[config.mk]
export PLATFORM = sky130hd
export DESIGN_NAME = code_scan_ctrl_flat
export DESIGN_NICKNAME = d
export VERILOG_FILES = /design/src/rtl/code_scan_ctrl_if.sv /design/src/rtl/code_scan_ctrl.sv /design/src/flat_wrapper.sv
export SDC_FILE = /design/constraint.sdc
export NUM_CORES = 1
export LEC_CHECK = 0
export ABC_AREA = 1
export CAP_MARGIN = 30
export CORE_AREA = 2 2 83 61
export CTS_CLUSTER_SIZE = 40
export DETAILED_ROUTE_END_ITERATION = 16
export DIE_AREA = 0 0 85 63
export GPL_TIMING_DRIVEN = 0
export PLACE_DENSITY = 0.7
export SETUP_SLACK_MARGIN = 0.05
export SLEW_MARGIN = 10
export SYNTH_ARGS = -nofsm -noshare
export SYNTH_HDL_FRONTEND = slang
export SYNTH_SLANG_ARGS = --single-unit
[constraint.sdc]
create_clock -name clk -period 2.58 [get_ports clk]
set_input_delay 0.516 -clock clk [delete_from_list [all_inputs] [get_ports clk]]
set_output_delay 0.516 -clock clk [all_outputs]
set_load 0.005 [all_outputs]
[src/rtl/code_scan_ctrl_if.sv]
// rtl/code_scan_ctrl_if.sv - control, detector and result signals between the scan sequencer and its user
interface code_scan_ctrl_if #(
    parameter int CODE_W = 8
);
    logic              start;
    logic              abort;
    logic              step;
    logic              match;
    logic [CODE_W-1:0] code_out;
    logic              busy;
    logic              done;
    logic [CODE_W:0]   match_cnt;
    logic              any_match;
    logic [CODE_W-1:0] first_code;
    logic [CODE_W-1:0] last_code;

    modport slave (
        input  start, abort, step, match,
        output code_out, busy, done, match_cnt, any_match, first_code, last_code
    );

    modport master (
        output start, abort, step, match,
        input  code_out, busy, done, match_cnt, any_match, first_code, last_code
    );
endinterface

[src/rtl/code_scan_ctrl.sv]
// rtl/code_scan_ctrl.sv - detector code sweeper and match statistics collector; optional CODE_SCAN_STEP_EN single-step mode
module code_scan_ctrl #(
    parameter int CODE_W = 8
) (
    input  logic               clk,
    input  logic               reset_n,
    code_scan_ctrl_if.slave    bus
);
    // One bit per active state so busy/done are single flop outputs.
    typedef enum logic [1:0] {
        S_IDLE = 2'b00,
        S_SCAN = 2'b01,
        S_DONE = 2'b10
    } state_t;

    localparam logic [CODE_W-1:0] CODE_MAX = '1;

    state_t            r_state;
    state_t            w_next;
    logic              r_start_q;
    logic              r_armed;
    logic              w_start_edge;
    logic              w_adv;
    logic              w_last;
    logic              w_busy;
    logic              w_done;
    logic [CODE_W-1:0] r_code;
    logic [CODE_W-1:0] r_first;
    logic [CODE_W-1:0] r_last;
    logic [CODE_W:0]   r_cnt;
    logic              r_any;

    // Edge detect on start; r_armed blocks a level already high when reset lifts.
    always_ff @(posedge clk or negedge reset_n) begin
        if (!reset_n) begin
            r_start_q <= 1'b0;
            r_armed   <= 1'b0;
        end else begin
            r_start_q <= bus.start;
            if (!bus.start) begin
                r_armed <= 1'b1;
            end
        end
    end

    assign w_start_edge = bus.start & ~r_start_q & r_armed;
    assign w_last       = (r_code == CODE_MAX);

`ifdef CODE_SCAN_STEP_EN
    logic r_step_q;

    // Rising-edge detect on the single-step request.
    always_ff @(posedge clk or negedge reset_n) begin
        if (!reset_n) begin
            r_step_q <= 1'b0;
        end else begin
            r_step_q <= bus.step;
        end
    end

    assign w_adv = (r_state == S_SCAN) & bus.step & ~r_step_q;
`else
    // Free-run: step is accepted on the port but has no effect.
    assign w_adv = (r_state == S_SCAN) & (bus.step | 1'b1);
`endif

    // State register.
    always_ff @(posedge clk or negedge reset_n) begin
        if (!reset_n) begin
            r_state <= S_IDLE;
        end else begin
            r_state <= w_next;
        end
    end

    // Next state: abort wins over everything, start edges are ignored while scanning.
    always_comb begin
        w_next = r_state;
        if (bus.abort) begin
            w_next = S_IDLE;
        end else begin
            case (r_state)
                S_IDLE:  if (w_start_edge) w_next = S_SCAN;
                S_SCAN:  if (w_adv && w_last) w_next = S_DONE;
                S_DONE:  if (w_start_edge) w_next = S_SCAN;
                default: w_next = S_IDLE;
            endcase
        end
    end

    // Status outputs decode directly from the one-bit-per-state register.
    always_comb begin
        w_busy = (r_state == S_SCAN);
        w_done = (r_state == S_DONE);
    end

    // Code counter and statistics; abort freezes everything as-is.
    always_ff @(posedge clk or negedge reset_n) begin
        if (!reset_n) begin
            r_code  <= '0;
            r_cnt   <= '0;
            r_any   <= 1'b0;
            r_first <= '0;
            r_last  <= '0;
        end else if (!bus.abort) begin
            if (w_start_edge && (r_state != S_SCAN)) begin
                r_code  <= '0;
                r_cnt   <= '0;
                r_any   <= 1'b0;
                r_first <= '0;
                r_last  <= '0;
            end else if (w_adv) begin
                if (bus.match) begin
                    r_cnt  <= r_cnt + (CODE_W+1)'(1);
                    r_last <= r_code;
                    r_any  <= 1'b1;
                    if (!r_any) begin
                        r_first <= r_code;
                    end
                end
                if (!w_last) begin
                    r_code <= r_code + CODE_W'(1);
                end
            end
        end
    end

    assign bus.code_out   = r_code;
    assign bus.busy       = w_busy;
    assign bus.done       = w_done;
    assign bus.match_cnt  = r_cnt;
    assign bus.any_match  = r_any;
    assign bus.first_code = r_first;
    assign bus.last_code  = r_last;
endmodule

[src/flat_wrapper.sv]
// flat-port wrapper written by rule: the top's interface ports become plain ports
module code_scan_ctrl_flat 
#(
    parameter int CODE_W = 8
)
  (clk, reset_n, bus_start, bus_abort, bus_step, bus_match, bus_code_out, bus_busy, bus_done, bus_match_cnt, bus_any_match, bus_first_code, bus_last_code);
  code_scan_ctrl_if #(.CODE_W(CODE_W)) bus_i ();
  input  logic clk;
  input  logic reset_n;
  input wire logic [$bits(bus_i.start)-1:0] bus_start;
  input wire logic [$bits(bus_i.abort)-1:0] bus_abort;
  input wire logic [$bits(bus_i.step)-1:0] bus_step;
  input wire logic [$bits(bus_i.match)-1:0] bus_match;
  output wire logic [$bits(bus_i.code_out)-1:0] bus_code_out;
  output wire logic [$bits(bus_i.busy)-1:0] bus_busy;
  output wire logic [$bits(bus_i.done)-1:0] bus_done;
  output wire logic [$bits(bus_i.match_cnt)-1:0] bus_match_cnt;
  output wire logic [$bits(bus_i.any_match)-1:0] bus_any_match;
  output wire logic [$bits(bus_i.first_code)-1:0] bus_first_code;
  output wire logic [$bits(bus_i.last_code)-1:0] bus_last_code;
  assign bus_i.start = bus_start;
  assign bus_i.abort = bus_abort;
  assign bus_i.step = bus_step;
  assign bus_i.match = bus_match;
  assign bus_code_out = bus_i.code_out;
  assign bus_busy = bus_i.busy;
  assign bus_done = bus_i.done;
  assign bus_match_cnt = bus_i.match_cnt;
  assign bus_any_match = bus_i.any_match;
  assign bus_first_code = bus_i.first_code;
  assign bus_last_code = bus_i.last_code;
  code_scan_ctrl #(.CODE_W(CODE_W)) u_core (.clk(clk), .reset_n(reset_n), .bus(bus_i));
endmodule
After elaboration in Yosys (flattened, before gate mapping)
Index checks and enable logic that the tools add are counted.
{ "classes": {"n_eq_ne": 8, "n_mux": 20, "n_addsub": 2, "n_reduce_logical": 10, "bitwise_logic": 4} }
{ "ops": {"columns": ["cell", "count"], "rows": [
  ["$mux 8", 10],
  ["$mux 9", 3],
  ["$add 9x1->9 const B", 1],
  ["$add 8x1->8 const B", 1],
  ["$eq 8x8->1 const B", 1],
  ["$mux 2", 3],
  ["$reduce_and 3->1", 2],
  ["$ne 2x2->1 const B", 2],
  ["$pmux 2 s2", 1],
  ["$reduce_and 4->1", 1],
  ["$reduce_bool 2->1", 2],
  ["$mux 1", 3],
  ["$ne 3x1->1 const B", 1],
  ["$ne 3x3->1 const B", 1],
  ["$and 1x1->1", 2],
  ["$eq 2x1->1 const B", 1],
  ["$eq 2x2->1 const B", 1],
  ["$logic_and 1x1->1", 2],
  ["$logic_not 2->1", 1],
  ["$ne 2x1->1 const B", 1],
  ["$not 1->1", 2],
  ["$reduce_and 2->1", 1],
  ["$reduce_or 2->1", 1]
]} }
{ "word_totals": {"word_cells": 52, "in_bits": 6, "regBits": 38} }

Logic depth before layout (Yosys ltp)
{ "depth": {"word_depth": 6, "depth_mapped": 8, "depth_no_buf": 8} }

Least setup slack after synthesis
No wires, ideal clock.
{ "synth_timing": {"path_type": "input-to-reg", "from": "input port bus_start", "to": "register u_core.r_cnt[7] (netlist: u_core.bus.match_cnt[7])", "setup_ps": 132, "setup_slack_ps": 1226, "n_path_buf": 1, "arrival_ps": 1222, "stages": 8, "path_cell_list": "nand2_1 -> nor2_1 -> nand2_1 -> nand2_2 -> o21ai_4 -> buf_6 -> nand2_1 -> o21ai_0"} }
{ "synth_via": {"elab_chain_cells": 5, "elab_cells_between_ends": 7, "cone_classes": "mux: 1; bitwise: 2; reduce/logical: 4"} }
{ "synth_rtl": {"columns": ["element", "line_no", "text"], "rows": [
  ["from (decl)", "flat_wrapper.sv:10", "input wire logic [$bits(bus_i.start)-1:0] bus_start;"],
  ["$and 1x1->1 * (2 in series)", "code_scan_ctrl.sv:46", "assign w_start_edge = bus.start & ~r_start_q & r_armed;"],
  ["$logic_and 1x1->1 *", "code_scan_ctrl.sv:106", "if (w_start_edge && (r_state != S_SCAN)) begin"],
  ["$reduce_bool 2->1 (no line)", null, null],
  ["$reduce_and 3->1 (no line)", null, null],
  ["to (signal assigned)", "code_scan_ctrl.sv:114", "r_cnt <= r_cnt + (CODE_W+1)'(1);"],
  ["to (decl)", "code_scan_ctrl.sv:30", "logic [CODE_W:0] r_cnt;"]
]} }
Mark *: on every way between the ends. The rest lies on a longest branch, timed or not.
A chain may end at the register's enable or synchronous reset.

Worst setup path in the final report
{ "layout_timing": {"from": "register u_core.r_state[1]", "to": "output port bus_busy"} }
{ "layout_via": {"elab_chain_cells": 1} }
{ "layout_rtl": {"columns": ["element", "line_no", "text"], "rows": [
  ["from (decl)", "code_scan_ctrl.sv:18", "state_t r_state;"],
  ["from (signal assigned)", "code_scan_ctrl.sv:72", "r_state <= w_next;"],
  ["$eq 2x1->1", "code_scan_ctrl.sv:93", "w_busy = (r_state == S_SCAN);"],
  ["to (decl)", "flat_wrapper.sv:15", "output wire logic [$bits(bus_i.busy)-1:0] bus_busy;"]
]} }
No other way between the ends.

==> flow_summary_export.csv <==
group,metric,value,unit
status,status,"completed",
run,drv_cap,0,
grt,grt_overflow,0,
power_and_ir_drop,ir_drop,0.312,mV
die,pin_count,42,
grt,grt_pass1_vias,1559,
power_and_ir_drop,pwr-share-clk,27.8,%
worst_setup_path,path_class,"flop to output port",
grt,gr-usage-all-layers,18.3,%
clock_network,clock-sinks,38,
worst_setup_path,reg2reg_from,"u_core.bus.code_out[0]",
worst_setup_path,crit_required,2.06,ns
sta,finalSetupTns,0,ns
power_and_ir_drop,power_frac_seq,48.0,%
synth,synth.largest_area_cell,"dfrtp_1",
worst_setup_path,cp.arrival,1.48,ns
sta,slew_headroom,81.8,%
synth,syn_area,1960,um^2
power_and_ir_drop,leakage,1.16,nW
place,post-place-cells,347,
power_and_ir_drop,pwr-share-comb,24.2,%
route,wirelength,4.32,mm
worst_setup_path,crit_path_end_kind,"output port",
worst_setup_path,critPathCapture,"bus_busy",
clock_network,cts_buffers,5,
power_and_ir_drop,p_sw_share,30.1,%
route,num_vias,1699,
clock_network,ctsResizeCount,0,
worst_hold_path,hold_path_class,"input pin to async pin",
synth,ys_seq_area_share,48.5,%
clock_network,insertion_delay,0.29,ns
place,hpwl,3.30,mm
route,routedWlPerCell,12.2,um
clock_network,postCtsHoldBufs,0,
place,place.gp.congestion,0.808,
clock_network,post_cts_buffers,0,
route,ant_nets,0,
clock_network,path_clk_slew,0.08,ns
die,die_x,85,um
clock_network,cts.htree.levels,2,
synth,async_flop_share,100,%
power_and_ir_drop,powerDensity,614,nW/um^2
sta,timing.final.crit_share,77.4,%
route,viasPerCell,4.79,
sta,clock.fmax,501,MHz
sta,skew,0.00637,ns
sta,finalCriticalPeriod,2.00,ns
cells_and_area,drive_gt1_share,10.7,%
worst_setup_path,cp_slowest_cell,"clkdlybuf4s50_1",
sta,rsz0062_at_grt,"false",
worst_setup_path,crit_fanout,6,
clock_network,cts_tree,"yes",
sta,finalMaxSlewViolations,0,
sta,setup-violations-final,0,
route,drt-initial-drc-count,100,
die,rows,21,
worst_setup_path,regToRegEndpoint,"u_core.bus.code_out[2]",
die,core-area,4600,um^2
die,start_util,42.6,%
synth,synthTopCellsByArea,"dfrtp_1, nand2_1, nand3_1, nor2_1, inv_1",
power_and_ir_drop,internal_power,1.09,mW
clock_network,cts_buffer_depth,2,
synth,ys_warn_count,0,
route,firstDrtPassIters,5,
grt,grt_antenna_before_repair,0,
grt,grt_pass1_wl,7.60,mm
cells_and_area,syn2layout_area_growth,29.7,%
worst_setup_path,reg2reg_slack,1.05,ns
synth,ys_types,22,
clock_network,cts_root_buffer,"clkbuf_8",
worst_setup_path,critPathLaunchType,"flop",
grt,grt_max_degree,32,
synth,syn_nets,257,
worst_setup_path,worstPathCellList,"nor2_8, clkdlybuf4s50_1",
sta,final_hold_viol_count,0,
synth,syn_inst,249,
cells_and_area,num-nets-final,305,
sta,worstMarginPinSlew,0.272,ns
die,die_area,5360,um^2
synth,synth_top_area_share,48.5,%
synth,ys_ff_latch,38,
synth,synth_ff_type,"dfrtp_1",
place,portBuffers,40,
worst_setup_path,reg2regPathDepth,8,
worst_setup_path,setup.worst_path.start,"u_core.r_state[1]",
synth,synth.avg_cell_area,7.87,um^2
cells_and_area,fin_util,55.3,%
die,die_h,63,um
cells_and_area,num_antenna_cells,0,
worst_setup_path,max_stage_delay,0.52,ns
power_and_ir_drop,netSwitchingPower,0.470,mW
synth,synth_edf_count,0,
cells_and_area,finalNonFillerCells,355,
route,drc_errors,0,
## power groups by stage
stage | Combinational, mW | Sequential [mW] | Clock (mW)
after floorplan | 0.173 | 0.749 | 0
after global placement | 0.372 | 0.757 | 0
after detailed placement | 0.382 | 0.760 | 0
after CTS | 0.384 | 0.749 | 0.450
after global routing | 0.422 | 0.762 | 0.492
final | 0.378 | 0.749 | 0.435
## stage by stage
stage / setup slack [ns] / hold WS (ns) / instance area, um^2 / power [mW]
finish: 0.584 / 0.0565 / 2540 / 1.56
global route: 0.523 / 0.0504 / 2540 / 1.68
CTS: 0.574 / 0.0536 / 2540 / 1.58
detailed placement: 0.488 / 0.379 / 2450 / 1.14
global placement: 0.0362 / 0.457 / 2430 / 1.13
floorplan: 1.23 / 0.220 / 1960 / 0.922
## kinds of logic after synthesis
| logic type | synth area share [%] |
|---|---|
| simple gates | 36.0 |
| flops | 48.5 |
| buf+inv | 6.39 |
| compound gates | 6.51 |
| xor+xnor | 1.34 |
| fa+ha+maj | 1.28 |
## worst max-delay path: cells and delay by family (launching register included)
kind | cells | cell delay, ns
flops | 1 | 0.47
simple gates | 1 | 0.19
buf+inv | 1 | 0.52
## cell usage after synthesis, drive strengths merged, types with 2 or more instances
master and number:
xnor2 2, nand4 2, ha 2, nand2 105, buf 5, nor2 24, nand3 23, o21ai 21
nand3b 4, dfrtp 38, inv 20
## how the worst min path moves through the flow
stage	from	to	slack [ns]	cells past startpoint
detailed placement	reset_n	u_core.r_state[1]	0.38	1
finish	reset_n	u_core.r_state[1]	0.06	1
global route	reset_n	u_core.r_state[1]	0.05	1
floorplan	reset_n	u_core.bus.any_match	0.22	0
global placement	u_core.bus.first_code[5]	u_core.bus.first_code[5]	0.46	2
CTS	reset_n	u_core.r_state[1]	0.05	1
## sequential cells by signal (all words and copies together) (netlist names)
name / cells
u_core.r_state: 2
u_core.r_armed: 1
u_core.bus.first_code: 8
u_core.bus.code_out: 8
u_core.bus.match_cnt: 9
u_core.bus.any_match: 1
u_core.r_start_q: 1
u_core.bus.last_code: 8
## area by class of cell
cell class | count | area [um^2]
Buffer | 5 | 50.0
Clock buffer | 6 | 82.6
Clock inverter | 2 | 12.5
Fill cell | 420 | 2060
Inverter | 20 | 75.1
Multi-Input combinational cell | 186 | 883
Sequential cell | 38 | 951
Tap cell | 57 | 71.3
Timing Repair Buffer | 41 | 415
## layout by cell type, fill, tap and decap left out, drive strengths merged
cell and instances:
nand4 2, nor2 24, nand3b 4, clkbuf 6
inv 20, nand3 23, buf 7, nand2 105
xor2 1, ha 2, clkinv 1, dfrtp 38
nor3b 1, o21ai 21, xnor2 2, clkinvlp 1
clkdlybuf4s50 39, or2 1
## layer usage
metal | track usage, % | up-vias | share of wire, %
met5 | 0 | - | 0
met4 | 7.14 | 0 | 0.93
met3 | 5.42 | 2 | 6.9
met2 | 23.6 | 58 | 40
met1 | 28.2 | 755 | 52
li1 | - | 884 | -
(Power assumes the default switching activity.)
